===== src/rtl/adder8_recover.sv =====
// adder8_recover
//   Recovers addend a from a partitioned-adder result: a = {carry, sum} - b.
//   The subtraction runs in two slices (low SLICE_LO bits, then the high
//   9-SLICE_LO bits including the carry bit) with a borrow chained between
//   them, matching the adder's partition boundary.
//
// Parameters
//   SLICE_LO  width of the low slice, legal range 1..7 (default 5)
//
// Ports
//   clk, rst_n   clock, asynchronous active-low reset
//   in_valid     request valid            in_ready   block idle, can accept
//   sum          sum word (8b)            cout_n     carry-out, active-low
//   addend_b     known addend b (8b)
//   out_valid    result valid             out_ready  consumer accepts result
//   addend_a     recovered addend (8b)    range_err  recovered value outside 0..255
//   err_cnt      retired transactions with range_err set (16b)
//
// Configuration
//   ADDER8_RECOVER_ERRCNT_EN  defined: err_cnt is a saturating counter.
//                             undefined: err_cnt is tied to zero.
module adder8_recover #(
  parameter int unsigned SLICE_LO = 5
) (
  input  logic        clk,
  input  logic        rst_n,
  input  logic        in_valid,
  output logic        in_ready,
  input  logic [7:0]  sum,
  input  logic        cout_n,
  input  logic [7:0]  addend_b,
  output logic        out_valid,
  input  logic        out_ready,
  output logic [7:0]  addend_a,
  output logic        range_err,
  output logic [15:0] err_cnt
);

  localparam int unsigned HI_W = 9 - SLICE_LO;

  typedef enum logic [1:0] {IDLE, LO, HI, DONE} state_e;

  state_e                state_q, state_d;
  logic [7:0]            sum_q, sum_d;
  logic                  cout_n_q, cout_n_d;
  logic [7:0]            b_q, b_d;
  logic [SLICE_LO-1:0]   diff_lo_q, diff_lo_d;
  logic                  borrow_lo_q, borrow_lo_d;
  logic [HI_W-1:0]       diff_hi_q, diff_hi_d;
  logic                  borrow_hi_q, borrow_hi_d;
  logic [7:0]            addend_a_q, addend_a_d;
  logic                  range_err_q, range_err_d;
  logic                  out_valid_q, out_valid_d;
  logic                  in_ready_q, in_ready_d;

  logic [8:0]            t_op;
  logic [SLICE_LO:0]     lo_full;
  logic [HI_W:0]         hi_full;
  logic [8:0]            result9;
  logic                  retire;

  // Slice arithmetic: the extra top bit of each difference is the borrow out.
  always_comb begin
    t_op    = {~cout_n_q, sum_q};
    lo_full = {1'b0, t_op[SLICE_LO-1:0]} - {1'b0, b_q[SLICE_LO-1:0]};
    hi_full = {1'b0, t_op[8:SLICE_LO]} - {2'b00, b_q[7:SLICE_LO]}
            - {{HI_W{1'b0}}, borrow_lo_q};
    result9 = {diff_hi_q, diff_lo_q};
  end

  assign retire = (state_q == DONE) && out_valid_q && out_ready;

  always_comb begin
    state_d     = state_q;
    sum_d       = sum_q;
    cout_n_d    = cout_n_q;
    b_d         = b_q;
    diff_lo_d   = diff_lo_q;
    borrow_lo_d = borrow_lo_q;
    diff_hi_d   = diff_hi_q;
    borrow_hi_d = borrow_hi_q;
    addend_a_d  = addend_a_q;
    range_err_d = range_err_q;
    out_valid_d = out_valid_q;
    in_ready_d  = in_ready_q;
    unique case (state_q)
      IDLE: begin
        if (in_valid) begin
          sum_d      = sum;
          cout_n_d   = cout_n;
          b_d        = addend_b;
          in_ready_d = 1'b0;
          state_d    = LO;
        end
      end
      LO: begin
        diff_lo_d   = lo_full[SLICE_LO-1:0];
        borrow_lo_d = lo_full[SLICE_LO];
        state_d     = HI;
      end
      HI: begin
        diff_hi_d   = hi_full[HI_W-1:0];
        borrow_hi_d = hi_full[HI_W];
        state_d     = DONE;
      end
      DONE: begin
        // First DONE cycle loads the output registers; out_valid rises on
        // that edge so addend_a/range_err are already stable when seen valid.
        if (!out_valid_q) begin
          addend_a_d  = result9[7:0];
          range_err_d = borrow_hi_q | diff_hi_q[HI_W-1];
          out_valid_d = 1'b1;
        end else if (out_ready) begin
          out_valid_d = 1'b0;
          in_ready_d  = 1'b1;
          state_d     = IDLE;
        end
      end
      default: state_d = IDLE;
    endcase
  end

  always_ff @(posedge clk or negedge rst_n) begin
    if (!rst_n) begin
      state_q     <= IDLE;
      sum_q       <= '0;
      cout_n_q    <= 1'b1;
      b_q         <= '0;
      diff_lo_q   <= '0;
      borrow_lo_q <= 1'b0;
      diff_hi_q   <= '0;
      borrow_hi_q <= 1'b0;
      addend_a_q  <= '0;
      range_err_q <= 1'b0;
      out_valid_q <= 1'b0;
      in_ready_q  <= 1'b1;
    end else begin
      state_q     <= state_d;
      sum_q       <= sum_d;
      cout_n_q    <= cout_n_d;
      b_q         <= b_d;
      diff_lo_q   <= diff_lo_d;
      borrow_lo_q <= borrow_lo_d;
      diff_hi_q   <= diff_hi_d;
      borrow_hi_q <= borrow_hi_d;
      addend_a_q  <= addend_a_d;
      range_err_q <= range_err_d;
      out_valid_q <= out_valid_d;
      in_ready_q  <= in_ready_d;
    end
  end

`ifdef ADDER8_RECOVER_ERRCNT_EN
  logic [15:0] err_cnt_q, err_cnt_d;

  always_comb begin
    err_cnt_d = err_cnt_q;
    if (retire && range_err_q && (err_cnt_q != '1)) begin
      err_cnt_d = err_cnt_q + 16'd1;
    end
  end

  always_ff @(posedge clk or negedge rst_n) begin
    if (!rst_n) begin
      err_cnt_q <= '0;
    end else begin
      err_cnt_q <= err_cnt_d;
    end
  end

  assign err_cnt = err_cnt_q;
`else
  logic unused_retire;
  assign unused_retire = retire;
  assign err_cnt       = '0;
`endif

  assign in_ready  = in_ready_q;
  assign out_valid = out_valid_q;
  assign addend_a  = addend_a_q;
  assign range_err = range_err_q;

endmodule


===== config.mk =====
export PLATFORM = sky130hd
export DESIGN_NAME = adder8_recover
export DESIGN_NICKNAME = d
export VERILOG_FILES = /design/src/rtl/adder8_recover.sv
export SDC_FILE = /design/constraint.sdc
export NUM_CORES = 1
export LEC_CHECK = 0
export BUFFER_PORTS_ARGS = -buffer_cell sky130_fd_sc_hd__buf_2
export CAP_MARGIN = 20
export CORE_ASPECT_RATIO = 0.9
export CORE_MARGIN = 3
export CORE_UTILIZATION = 49
export DETAILED_ROUTE_END_ITERATION = 7
export PLACE_DENSITY = 0.87
export SETUP_SLACK_MARGIN = 0.3
export SLEW_MARGIN = 15
export SYNTH_ARGS = -nofsm -noshare
export SYNTH_HDL_FRONTEND = slang
export SYNTH_SLANG_ARGS = --single-unit

===== constraint.sdc =====
create_clock -name clk -period 1.7 [get_ports clk]
set_clock_uncertainty 0.1 [all_clocks]
set_input_delay 0.34 -clock clk [delete_from_list [all_inputs] [get_ports clk]]
set_output_delay 0.34 -clock clk [all_outputs]
set_load 0.01 [all_outputs]

==> results.md <==
* WL per Instance at approximately 15 um
* Num ports at 48
* Initial Utilization at 0.530
* Area contributors post-synth: dfrtp_1 (43%), ha_1 (8.3%), mux2_4 (8.0%)
* Hold Crit Class: in -> reg
* CP max stage delay at ~0.58 ns
* TritonCTS Buffers at 5
* Fin nets at between 200 and 300
* Die height at between 70 and 80 um
* Clk pin slew, worst setup/hold paths at about 0.080 ns
* Pre-CTS setup slack at -0.0873 ns
* Fin. max-slew vios at 0
* GRT Total Usage at 0.167
* Area of the multi-input gates at 1330 um^2
* Worst setup margin at -0.0982 ns
* Critical path endpoint category: flip-flop
* Buf/Inv on CP at 1
* DRC errors left at 0
* Die footprint at 5470 um^2
* Total power at between 6 and 7 mW
* IO Port Bufs at 31
* CTS Root Cell: clkbuf_8
* Setup TNS Final at -0.116 ns
* Commonest cells post-synth: dfrtp_1 (39), inv_1 (24), buf_4 (17)
* Max-cap viol count at 0
* Antenna Cells at 0
* Synthesis-to-layout area growth at 37.3%
* Std-Cell Rows at 22
* First-pass GRT wire length at about 7000 um
* CTS tree: built
* #FFs+latches synth at 41
* Top cell type's share of synthesized area at 0.431
* Share of cells above drive strength 1 at 0.522
* Peak supply drop at ~0.0012 V
* Initial antenna violation count at 0
* Reg area at roughly 1000 um^2
* Clk sinks at 41
* CP arrival at roughly 1.9 ns
* Filler instances at 277
* Clk Latency, worst-skew pair at 0.29 ns
* Total number of vias at 1,532
* Launching point of the worst reg2reg path: borrow_lo_q
* Final worst-path cycle share at 1.06
* Detailed Route WL at 4810 um
* Ys flop type: dfrtp_1
* Area leader, netlist: dfrtp_1
* Placer Congestion at 0.784
* CP Max Fanout at 2
* First DRT Iteration DRCs at 34
* Setup-failing EPs final at 3
* Final Hold Fails at 0
* Delay-heaviest family, CP: adder cells
* Pwr Density at around 2200 nW/um^2
* Max frequency at roughly 560 MHz
* H-Tree Depth at 2
* First-pass DRT Iterations at 4
* CTS max path bufs at 2
* Number of global-route vias before repair at around 1,500
* P_leak at 1.57 nW
* Vias per cell at 4.86
* Final cell count without fillers at around 320
* CP startpoint kind: flip-flop
* Largest net degree at the start of global routing at 42
* Worst Path Required at 1.80 ns
* Core Box Area at 4270 um^2
* Critical path cell sequence: inv_2 -> fa_2 -> ha_1 -> o21ai_2 -> and3b_1 -> o31ai_1
* Grt ovf at 0
* Slowest CP cell: fa_2
* WS Path Type: reg -> reg
* Crit path from: borrow_lo_q
* RSZ-0062 raised after global routing: yes
* Crit path time final at between 1.5 and 2 ns
* Number of synthesis warnings at 0
* Post-synth ARST share at 1.00
* Hpwl dp at ~2600 um
* Final ANT Viol Nets at 0
* Sequential share of the synthesized area at 0.454
* Cell Area, Synth at about 2300 um^2
* Number of flops mapped to enable cells by yosys at 0
* Syn_area_per_cell at 12.0 um^2
* Cell variety after synth at 35
* Violated checks: setup timing
* Worst Hold Launch: sum[0]
* Most frequent cell after synthesis: dfrtp_1
* Die W at about 78 um
* Status: complete, but fails checks
* DP Cell Count at approximately 280
* Post-synthesis instance total at approximately 190
==> worst reg2reg max path, cell delays in order (launching register included) <==
cell,delay (ns)
dfrtp_1,0.36
inv_2,0.05
fa_2,0.58
ha_1,0.17
o21ai_2,0.07
and3b_1,0.17
o31ai_1,0.22
==> state kept, by name, indices dropped and copies added (netlist names) <==
signal and cells:
addend_a 8, b_q 8, borrow_hi_q 1, borrow_lo_q 1
cout_n_q 1, diff_hi_q 4, diff_lo_q 5, in_ready 1
out_valid 1, range_err 1, state_q 2, sum_q 8
==> layout make-up <==
type | count | area share
sequential | 41 | 0.331
tap | 60 | 0.0242
inverter | 24 | 0.0306
timing repair buffer | 61 | 0.148
clock buffer | 7 | 0.0278
multi-input combinational | 121 | 0.429
clock inverter | 1 | 0.00966
==> report_power, final <==
part / switching [mW] / internal [mW] / total [mW] / leakage (nW)
sequential: 0.383 / 1.50 / 1.88 / 0.485
clock: 0.330 / 0.479 / 0.808 / 0.0585
combinational: 1.82 / 2.46 / 4.28 / 1.02
==> path summary, 6_finish.rpt <==
path / end / slack, ns / cells after the start
max: diff_hi_q[3] / -0.1 / 6
min: sum_q[0] / 0.18 / 2
max reg2reg: diff_hi_q[3] / -0.1 / 6
min reg2reg: addend_a[6] / 0.37 / 2
max in group asynchronous: cout_n_q / 0.79 / 3
min in group asynchronous: out_valid / 0.45 / 3
==> layer usage <==
layer  wire (um)  part of all wire  vias to the layer above  track usage
li1            -                 -                      730            -
met1        2080              0.43                      747        0.220
met2        2460              0.51                       50        0.272
met3         226             0.047                        5       0.0387
met4          40            0.0083                        0       0.0534
met5           0                 0                        -            0
==> cell usage in the layout (no fill, tap or decap), types with 2 or more instances in the layout <==
master and count:
xnor2_2 2, dfstp_2 2, inv_2 6, buf_12 3, buf_6 10, ha_4 7
clkbuf_8 6, o2111ai_1 2, o21ai_2 3, conb_1 16, mux2_4 23, mux2_2 4
nand3b_1 2, nand3_1 2, dfrtp_1 39, nand2_2 2, fa_2 3, or3_1 2
nand2b_4 2, nor2b_4 2, and2b_1 2, nor2_1 3, ha_1 8, nand2_8 3
a21oi_1 3, mux2i_1 5, o21ai_1 3, nand2_1 5, buf_2 30, inv_1 17
buf_4 17
==> cell families (layout without fill, tap and decap cells) <==
family / count (synthesis) / in the layout / synth area share
AOI/OAI and AO/OA: 20 / 20 / 0.0564
xor gates and xnor gates: 3 / 3 / 0.0116
adders and majority gates: 18 / 18 / 0.109
buffers and inverters: 44 / 93 / 0.112
DFF: 41 / 41 / 0.454
muxes: 32 / 32 / 0.176
other: 1 / 16 / 0.00166
and+or+nand+nor: 29 / 32 / 0.0785
==> timing repair <==
action | in CTS | in global routing
endpoints found under the setup margin | 34 | 37
pin swaps | 9 | 8
hold buffers | 1 | 0
endpoints found under the hold margin | 39 | 0
buffers inserted | 17 | 11
gates cloned | 3 | 0
resized for setup | 20 | 40
==> metrics by stage <==
step                      hold WS (ns)  cell area (um^2)   util
after floorplan                -0.0556              2380      -
after global placement           0.225              2470  0.578
after detailed placement         0.227              2470  0.578
after CTS                        0.170              2860  0.671
after global routing             0.162              3110  0.728
final                            0.175              3110  0.728
(Power assumes the default switching activity.)
